`src/rtl/hdlc_tx_scheduler.sv`:
```
// Round-robin arbiter that hands the single HDLC transmitter to one frame source at a time,
// sequencing grant, load, start, frame tracking and the closing-flag gap.
//
// state  | meaning
// IDLE   | no owner, pick next requester at/after the round-robin pointer
// GRANT  | owner is loading the Tx buffer, waiting for Load_Done
// START  | Tx_Enable issued, waiting for Tx_ValidFrame to rise (bounded)
// ACTIVE | frame on the line, abort requests forwarded once
// GAP    | Tx_ValidFrame low, closing/abort flag still being sent
module hdlc_tx_scheduler #(
    parameter int N_REQ         = 4,
    parameter int GAP_CYCLES    = 9,
    parameter int START_TIMEOUT = 32
) (
    input  logic             Clk,
    input  logic             Rst,
    input  logic [N_REQ-1:0] Req,
    input  logic             Load_Done,
    input  logic [N_REQ-1:0] Abort_Req,
    input  logic             Tx_ValidFrame,
    input  logic             Tx_AbortedTrans,
    output logic [N_REQ-1:0] Gnt,
    output logic [2:0]       Owner,
    output logic             Tx_Enable,
    output logic             Tx_AbortFrame,
    output logic             Done,
    output logic             Aborted,
    output logic             Timeout_Err
);

    localparam int MAXC = (GAP_CYCLES > START_TIMEOUT) ? GAP_CYCLES : START_TIMEOUT;
    localparam int CW   = $clog2(MAXC) + 1;
    localparam logic [CW-1:0] GAP_LOAD   = CW'(GAP_CYCLES - 1);
    localparam logic [CW-1:0] START_LOAD = CW'(START_TIMEOUT - 1);

    typedef enum logic [2:0] {
        IDLE   = 3'd0,
        GRANT  = 3'd1,
        START  = 3'd2,
        ACTIVE = 3'd3,
        GAP    = 3'd4
    } state_t;

    state_t           state_q, state_d;
    logic [2:0]       ptr_q, ptr_d;
    logic [2:0]       owner_q, owner_d;
    logic [N_REQ-1:0] gnt_q, gnt_d;
    logic [CW-1:0]    cnt_q, cnt_d;
    logic             abort_sent_q, abort_sent_d;
    logic             abort_lat_q, abort_lat_d;
    logic             gap_quiet_q, gap_quiet_d;
    logic             tx_en_q, tx_en_d;
    logic             tx_abf_q, tx_abf_d;
    logic             done_q, done_d;
    logic             aborted_q, aborted_d;
    logic             tmo_q, tmo_d;

    // Widened copies so a 3-bit index is always legal regardless of N_REQ.
    logic [7:0]       req_ext;
    logic [7:0]       abort_ext;
    logic             owner_abort;

    logic             pick_valid;
    logic [2:0]       pick_idx;
    logic [3:0]       cand;
    logic [3:0]       ptr_next;

    assign req_ext     = 8'(Req);
    assign abort_ext   = 8'(Abort_Req);
    assign owner_abort = abort_ext[owner_q];

    // Scan from the farthest offset down so the nearest set bit at/after ptr wins.
    always_comb begin
        pick_valid = 1'b0;
        pick_idx   = '0;
        cand       = '0;
        for (int i = N_REQ - 1; i >= 0; i--) begin
            cand = {1'b0, ptr_q} + 4'(i);
            if (cand >= 4'(N_REQ)) cand = cand - 4'(N_REQ);
            if (req_ext[cand[2:0]]) begin
                pick_valid = 1'b1;
                pick_idx   = cand[2:0];
            end
        end
    end

    always_comb begin
        ptr_next = {1'b0, pick_idx} + 4'd1;
        if (ptr_next == 4'(N_REQ)) ptr_next = '0;
    end

    always_comb begin
        state_d      = state_q;
        ptr_d        = ptr_q;
        owner_d      = owner_q;
        gnt_d        = gnt_q;
        cnt_d        = cnt_q;
        abort_sent_d = abort_sent_q;
        abort_lat_d  = abort_lat_q;
        gap_quiet_d  = gap_quiet_q;
        tx_en_d      = 1'b0;
        tx_abf_d     = 1'b0;
        done_d       = 1'b0;
        aborted_d    = 1'b0;
        tmo_d        = 1'b0;

        unique case (state_q)
            IDLE: begin
                if (pick_valid) begin
                    gnt_d        = {{(N_REQ-1){1'b0}}, 1'b1} << pick_idx;
                    owner_d      = pick_idx;
                    ptr_d        = ptr_next[2:0];
                    abort_sent_d = 1'b0;
                    abort_lat_d  = 1'b0;
                    state_d      = GRANT;
                end
            end
            GRANT: begin
                if (owner_abort) begin
                    // Done is reported here, so the gap exits silently after one cycle.
                    gnt_d       = '0;
                    done_d      = 1'b1;
                    aborted_d   = 1'b1;
                    cnt_d       = '0;
                    gap_quiet_d = 1'b1;
                    state_d     = GAP;
                end else if (Load_Done) begin
                    tx_en_d = 1'b1;
                    cnt_d   = START_LOAD;
                    state_d = START;
                end
            end
            START: begin
                if (Tx_ValidFrame) begin
                    state_d = ACTIVE;
                end else if (cnt_q == '0) begin
                    tmo_d     = 1'b1;
                    done_d    = 1'b1;
                    aborted_d = 1'b1;
                    gnt_d     = '0;
                    state_d   = IDLE;
                end else begin
                    cnt_d = cnt_q - CW'(1);
                end
            end
            ACTIVE: begin
                if (owner_abort && !abort_sent_q) begin
                    tx_abf_d     = 1'b1;
                    abort_sent_d = 1'b1;
                end
                if (Tx_AbortedTrans) abort_lat_d = 1'b1;
                if (!Tx_ValidFrame) begin
                    gnt_d       = '0;
                    cnt_d       = GAP_LOAD;
                    gap_quiet_d = 1'b0;
                    state_d     = GAP;
                end
            end
            GAP: begin
                if (Tx_ValidFrame) begin
                    cnt_d = GAP_LOAD;
                end else if (cnt_q == '0) begin
                    if (!gap_quiet_q) begin
                        done_d    = 1'b1;
                        aborted_d = abort_lat_q;
                    end
                    abort_lat_d  = 1'b0;
                    abort_sent_d = 1'b0;
                    gap_quiet_d  = 1'b0;
                    state_d      = IDLE;
                end else begin
                    cnt_d = cnt_q - CW'(1);
                end
            end
            default: state_d = IDLE;
        endcase
    end

    always_ff @(posedge Clk or negedge Rst) begin
        if (!Rst) begin
            state_q      <= IDLE;
            ptr_q        <= '0;
            owner_q      <= '0;
            gnt_q        <= '0;
            cnt_q        <= '0;
            abort_sent_q <= 1'b0;
            abort_lat_q  <= 1'b0;
            gap_quiet_q  <= 1'b0;
            tx_en_q      <= 1'b0;
            tx_abf_q     <= 1'b0;
            done_q       <= 1'b0;
            aborted_q    <= 1'b0;
            tmo_q        <= 1'b0;
        end else begin
            state_q      <= state_d;
            ptr_q        <= ptr_d;
            owner_q      <= owner_d;
            gnt_q        <= gnt_d;
            cnt_q        <= cnt_d;
            abort_sent_q <= abort_sent_d;
            abort_lat_q  <= abort_lat_d;
            gap_quiet_q  <= gap_quiet_d;
            tx_en_q      <= tx_en_d;
            tx_abf_q     <= tx_abf_d;
            done_q       <= done_d;
            aborted_q    <= aborted_d;
            tmo_q        <= tmo_d;
        end
    end

    assign Gnt           = gnt_q;
    assign Owner         = owner_q;
    assign Tx_Enable     = tx_en_q;
    assign Tx_AbortFrame = tx_abf_q;
    assign Done          = done_q;
    assign Aborted       = aborted_q;
    assign Timeout_Err   = tmo_q;

endmodule

```
`config.mk`:
```
export PLATFORM = sky130hd
export DESIGN_NAME = hdlc_tx_scheduler
export DESIGN_NICKNAME = d
export VERILOG_FILES = /design/src/rtl/hdlc_tx_scheduler.sv
export SDC_FILE = /design/constraint.sdc
export NUM_CORES = 1
export LEC_CHECK = 0
export ABC_CLOCK_PERIOD_IN_PS = 5850
export CAP_MARGIN = 20
export CORE_UTILIZATION = 30
export CTS_CLUSTER_DIAMETER = 80
export DETAILED_ROUTE_END_ITERATION = 12
export PLACE_DENSITY = 0.59
export SYNTH_ARGS = -nofsm -noshare
export SYNTH_HDL_FRONTEND = slang
export SYNTH_SLANG_ARGS = --single-unit
```
`constraint.sdc`:
```
create_clock -name Clk -period 5.85 [get_ports Clk]
set_input_delay 1.17 -clock Clk [delete_from_list [all_inputs] [get_ports Clk]]
set_output_delay 1.17 -clock Clk [all_outputs]
set_load 0.02 [all_outputs]
```
# Yosys cells after proc, flatten, opt, wreduce, memory -nomap -nowiden
# Index checks and enable logic that the tools add are counted.
# word_totals
in_bits,13
reg_bits,27
out_inout_bits,12
elab_cells,133
# classes
order_cmp,9
n_mux,71
n_eq_ne,15
add_sub_neg,9
n_reduce_logical,15
shifts,1
# ops
cell,n
2-to-1 mux 3 bit,16
2-to-1 mux 6 bit,6
2-to-1 mux 1 bit,31
one-hot mux 6 bit (4 select lines),1
"less-than comparator 3 x 4 -> 1 bit, second input constant",5
2-to-1 mux 4 bit,5
"inequality test 2 bit, second input constant",9
one-hot mux 4 bit (4 select lines),1
binary-select mux 1 bit (select 3 bit),5
one-hot mux 1 bit (3 select lines),5
one-hot mux 3 bit (5 select lines),1
AND reduction 5 bit,3
"greater-or-equal comparator 4 x 3 -> 1 bit, second input constant",3
"subtractor 3 bit, second input constant",4
"adder 3 x 1 -> 4 bit, second input constant",2
"adder 3 x 2 -> 4 bit, second input constant",2
AND reduction 4 bit,2
nonzero test 4 bit,2
"== test 3 x 2 -> 1 bit, second input constant",2
logical NOT 6 bit,1
AND reduction 6 bit,1
nonzero test 3 bit,2
"subtractor 6 x 1 -> 6 bit, second input constant",1
"== test 4 x 3 -> 1 bit, second input constant",1
other kinds (9),9

# Longest topological paths before layout
# logic_depth
word_depth,12
ltp_mapped,13

# Worst setup path before layout
# No wires, ideal clock.
# synth_path
path_type,input port to flip-flop
startpoint,input Req[1]
endpoint,register ptr_q[2]
arrival_time_ns,2.962
n_path_buf,0
t_required_ns,5.740
setup_slack_ns,2.777
path_stages,7
cell_sequence,mux2i_1 -> o21ai_4 -> o32a_1 -> o211ai_2 -> ha_1 -> ha_1 -> o41ai_1
# synth_between
elab_chain_len,9
elab_cells_between_ends,20
# synth_rtl
item,line,source
start: declaration,17,"input logic [N_REQ-1:0] Req,"
binary-select mux 1 bit (select 3 bit),80,if (req_ext[cand[2:0]]) begin
2-to-1 mux 1 bit (implied by the code),80,
2-to-1 mux 3 bit (3 in a row),80,
2-to-1 mux 3 bit (*),80,
net pick_idx[0],64,logic [2:0] pick_idx;
adder 3 x 1 -> 4 bit (*),88,"ptr_next = {1'b0, pick_idx} + 4'd1;"
== test 4 x 3 -> 1 bit,89,if (ptr_next == 4'(N_REQ)) ptr_next = '0;
2-to-1 mux 3 bit (*),89,
end signal: assignment,196,ptr_q <= ptr_d;
end: declaration,45,"logic [2:0] ptr_q, ptr_d;"
# The timed path passes the listed nets; every way through them passes the cells marked *. The select of a mux whose other input is x is not followed.
# A chain may end at the register's enable or synchronous reset.

# Worst setup path in the final report
# Ends and elaborated chain as after synthesis.

==> impl_summary.log <==
INFO  metric setup_slack = 2.33 ns
INFO  metric r2r-start = ptr_q[0]
INFO  metric outcome = finished, final reports clean
INFO  metric combinationalPowerShare = 0.612
INFO  metric slew_headroom = 0.587
INFO  metric cp_data_arrival_time = 3.69 ns
INFO  metric initial_core_util = 0.313
INFO  metric clock_tree.htree_level_count = 1
INFO  metric pre_cts_slack = around 2.0 ns
INFO  metric fin_crit = approximately 3.5 ns
INFO  metric drt-vias-per-instance = approximately 5.1
INFO  metric detail_route.drc_violations = 0
INFO  metric share_seq_of_total_power = 0.297
INFO  metric critPathLaunchType = input pin
INFO  metric power_density = 540 nW/um2
INFO  metric power_report.internal_total = between 600 and 700 uW
INFO  metric vias = 1498
INFO  metric maxCapViolations = 0
INFO  metric worstHoldPathType = reg2reg
INFO  metric drt_wl_total = 3.87 mm
INFO  metric post-route-period-util = 0.601
INFO  metric routabilityCongestion = 0.870
INFO  metric grt_antenna_before_repair = 0
INFO  metric postCtsResizedCells = 0
INFO  metric critPathRequiredTime = 6.03 ns
INFO  metric final_global_route_overflow_total = 0
INFO  metric grt_max_degree = 28
INFO  metric die_height = 81.1 um
INFO  metric grt_pass1_vias = 1426
INFO  metric class_of_the_most_critical_setup_path = in2reg
INFO  metric placementRows = 28
INFO  metric worst_pin_slew = 0.613 ns
INFO  metric report.final.hold_viol_count = 0
INFO  metric crit_path_max_fanout = 6
INFO  metric timing.reg2reg.worst_path_depth = 11
INFO  metric flow.area_growth_from_synthesis = 18.8%
INFO  metric critPathCaptureType = register
INFO  metric timing.clock.skew = approximately 0.0023 ns
INFO  metric worst_path_max_delay_cell = sky130_fd_sc_hd__clkdlybuf4s50_1
INFO  metric hold_depth = 1
INFO  metric synth.largest_area_cell = sky130_fd_sc_hd__dfrtp_1
INFO  metric synth.distinct_cells = between 50 and 60
INFO  metric synth_fp_nets = around 220
INFO  metric layout-drive-gt1-share = 0.0959
INFO  metric hold_end = Tx_AbortFrame
INFO  metric route.antenna.remaining_nets = 0
INFO  metric crit_path_max_incr_delay = ~0.5 ns
INFO  metric placedCellCount = 290
INFO  metric instances_no_fill = 294
INFO  metric setup-violations-final = 0
INFO  metric swShare = 0.463
INFO  metric post-route-util = 0.372
INFO  metric dp.final_hpwl = 2.89 mm
INFO  metric leakage = around 0.0009 uW
INFO  metric max_freq = ~280 MHz
INFO  metric synth_flop_cell = sky130_fd_sc_hd__dfrtp_1
INFO  metric hold_ws = 0.454 ns
INFO  metric cts_setup_buffers = 0
INFO  metric num-nets-final = about 240
INFO  metric netlist_top_cells_area = sky130_fd_sc_hd__dfrtp_1 (36%), sky130_fd_sc_hd__ha_1 (5.3%), sky130_fd_sc_hd__mux2i_1 (5.3%)
INFO  metric count_of_inserted_antenna_diode_cells = 0
INFO  metric timing.final.max_slew_violations = 0
INFO  metric yosys.area.top_type_share = 0.360
INFO  metric synthesis.yosys.warnings = 0
INFO  metric power_frac_clock = 0.091
INFO  metric drtPass1Iterations = 4
INFO  metric min-delay-start = abort_sent_q
INFO  metric grt_pass1_wl = roughly 6.8 mm
INFO  metric grt_setup_unrepaired = no
INFO  metric netlist_instances = between 150 and 200
INFO  metric top_level_ports = 25
INFO  metric numCtsBuffers = 3
INFO  metric syn_avg_cell_area = 9.57 um2
INFO  metric number_of_clock_sinks = 27
INFO  metric power.ir.vdd_worst = around 0.30 mV
INFO  metric ff2ff_setup_slack = 2.71 ns
INFO  metric drt-wirelength-per-cell = 13.2 um
INFO  metric synth.ff_latch_count = 27
INFO  metric netlist_area = between 1500 and 2000 um2
INFO  metric postSynth.asyncResetShare = 1.00
INFO  metric switching_power = 556 uW
INFO  metric clockRootBuffer = sky130_fd_sc_hd__clkbuf_8
INFO  metric synth_edf_count = 0
INFO  metric setup-tns-final = 0 ns
INFO  metric worstPathCellList = clkdlybuf4s50_1 > mux2i_1 > o21ai_4 > o32a_1 > o211ai_2 > ha_1 > ha_1 > o41ai_1
INFO  metric cts-root-to-sink-buffers = 2
INFO  metric placeableCoreArea = 5990 um2
INFO  metric r2r_end = ptr_q[0]
INFO  metric die-area = 6570 um2
INFO  metric critical_path.most_common_cell = sky130_fd_sc_hd__ha_1
INFO  metric cts.clk_slew.worst_paths = 0.09 ns
INFO  metric grt_usage = 0.130
INFO  metric port_buffers = 24
INFO  metric drtIter0Drc = 63
INFO  metric clock_latency_reported_for_the_late_side_of_the_worst_skew_pair = 0.28 ns
INFO  metric tritoncts_clock_tree = yes
INFO  metric cts-hold-fix-buffers = 0
INFO  metric proportion_of_synthesized_chip_area_in_sequential_cells = 0.360
INFO  metric die_x = 81.1 um
==> Yosys cell counts (2+ instances only) <==
cell,count
sky130_fd_sc_hd__a221o_1,2
sky130_fd_sc_hd__nor2_1,12
sky130_fd_sc_hd__nand2b_1,5
sky130_fd_sc_hd__o22ai_1,4
sky130_fd_sc_hd__o21ai_0,13
sky130_fd_sc_hd__a21oi_1,4
sky130_fd_sc_hd__ha_1,8
sky130_fd_sc_hd__o41ai_1,3
sky130_fd_sc_hd__clkbuf_1,3
sky130_fd_sc_hd__dfrtp_1,27
sky130_fd_sc_hd__nand2_1,11
sky130_fd_sc_hd__o31a_1,2
sky130_fd_sc_hd__o211ai_1,3
sky130_fd_sc_hd__a21o_1,4
sky130_fd_sc_hd__and2_1,2
sky130_fd_sc_hd__nor3_1,9
sky130_fd_sc_hd__mux2i_1,10
sky130_fd_sc_hd__nor2b_1,7
sky130_fd_sc_hd__nand3_1,3
sky130_fd_sc_hd__o21a_1,4
sky130_fd_sc_hd__inv_1,18
sky130_fd_sc_hd__a31oi_1,2
sky130_fd_sc_hd__o32a_1,2
sky130_fd_sc_hd__o21ai_1,2
sky130_fd_sc_hd__o2bb2ai_1,2
sky130_fd_sc_hd__o221ai_1,2
==> placed cells by master (no fill, tap or decap), types with 3 or more instances in the layout <==
cell type                          n
sky130_fd_sc_hd__nor3_1            9
sky130_fd_sc_hd__ha_1              8
sky130_fd_sc_hd__o211ai_1          3
sky130_fd_sc_hd__clkdlybuf4s50_1  24
sky130_fd_sc_hd__nor2b_1           7
sky130_fd_sc_hd__o21ai_0          13
sky130_fd_sc_hd__o21a_1            4
sky130_fd_sc_hd__o22ai_1           4
sky130_fd_sc_hd__inv_1            18
sky130_fd_sc_hd__nand2b_1          5
sky130_fd_sc_hd__nand2_1          11
sky130_fd_sc_hd__mux2i_1          10
sky130_fd_sc_hd__clkbuf_8          3
sky130_fd_sc_hd__nand3_1           3
sky130_fd_sc_hd__o41ai_1           3
sky130_fd_sc_hd__a21oi_1           4
sky130_fd_sc_hd__nor2_1           12
sky130_fd_sc_hd__dfrtp_1          27
sky130_fd_sc_hd__a21o_1            4
==> power groups by stage <==
stage | combinational (uW) | clock, uW | sequential, uW
floorplan | 584 | 0 | 344
global placement | 740 | 0 | 361
detailed placement | 743 | 0 | 360
CTS | 745 | 113 | 357
global route | 820 | 121 | 372
finish | 736 | 110 | 357
==> logic make-up after synthesis <==
kind of cell,count (synthesis),share of synthesized area
adders and majority gates,8,0.0534
and+or+nand+nor,59,0.173
other,1,0.00200
buffers and inverters,24,0.0540
AOI/OAI and AO/OA,63,0.267
DFF,27,0.360
muxes,13,0.0854
xor gates and xnor gates,1,0.00467
==> cell type report <==
cell class	instances	area, um2
Clock buffer	4	45.0
Sequential cell	27	676
Fill cell	610	3760
Inverter	18	67.6
Multi-Input combinational cell	145	1100
Timing Repair Buffer	25	248
Tap cell	75	93.8
==> state kept, by name (all words and copies together) (netlist names) <==
register / cells
cnt_q: 6
Gnt: 4
Owner: 3
ptr_q: 3
state_q: 3
Aborted: 1
Done: 1
Timeout_Err: 1
Tx_AbortFrame: 1
Tx_Enable: 1
abort_lat_q: 1
abort_sent_q: 1
gap_quiet_q: 1
==> stage by stage <==
| stage | instance area (um2) | total power [uW] |
|---|---|---|
| global placement | 2180 | 1100 |
| finish | 2230 | 1200 |
| CTS | 2230 | 1220 |
| floorplan | 1880 | 928 |
| detailed placement | 2180 | 1100 |
| global route | 2230 | 1310 |
==> critical path, delay by kind of cell <==
kind            cells  cell delay, ns
compound gates      4            1.14
buf+inv             1            0.49
fa+ha+maj           2            0.48
mux                 1            0.41
==> how the worst max path moves through the flow <==
| stage | start | endpoint | slack [ns] | cells after the start |
|---|---|---|---|---|
| floorplan | Req[1] | ptr_q[2] | 2.78 | 7 |
| global placement | Req[1] | ptr_q[2] | 2.08 | 8 |
| detailed placement | Req[1] | ptr_q[2] | 2.03 | 8 |
| CTS | Req[1] | ptr_q[2] | 2.31 | 8 |
| global route | Req[1] | ptr_q[2] | 2.13 | 8 |
| finish | Req[1] | ptr_q[2] | 2.33 | 8 |
==> per-layer routing <==
layer,track usage,part of all wire
met5,0,0
met4,0.0375,0.013
met3,0.0180,0.029
met2,0.216,0.47
met1,0.175,0.49
Note: power is estimated with default switching activity, not from simulation.
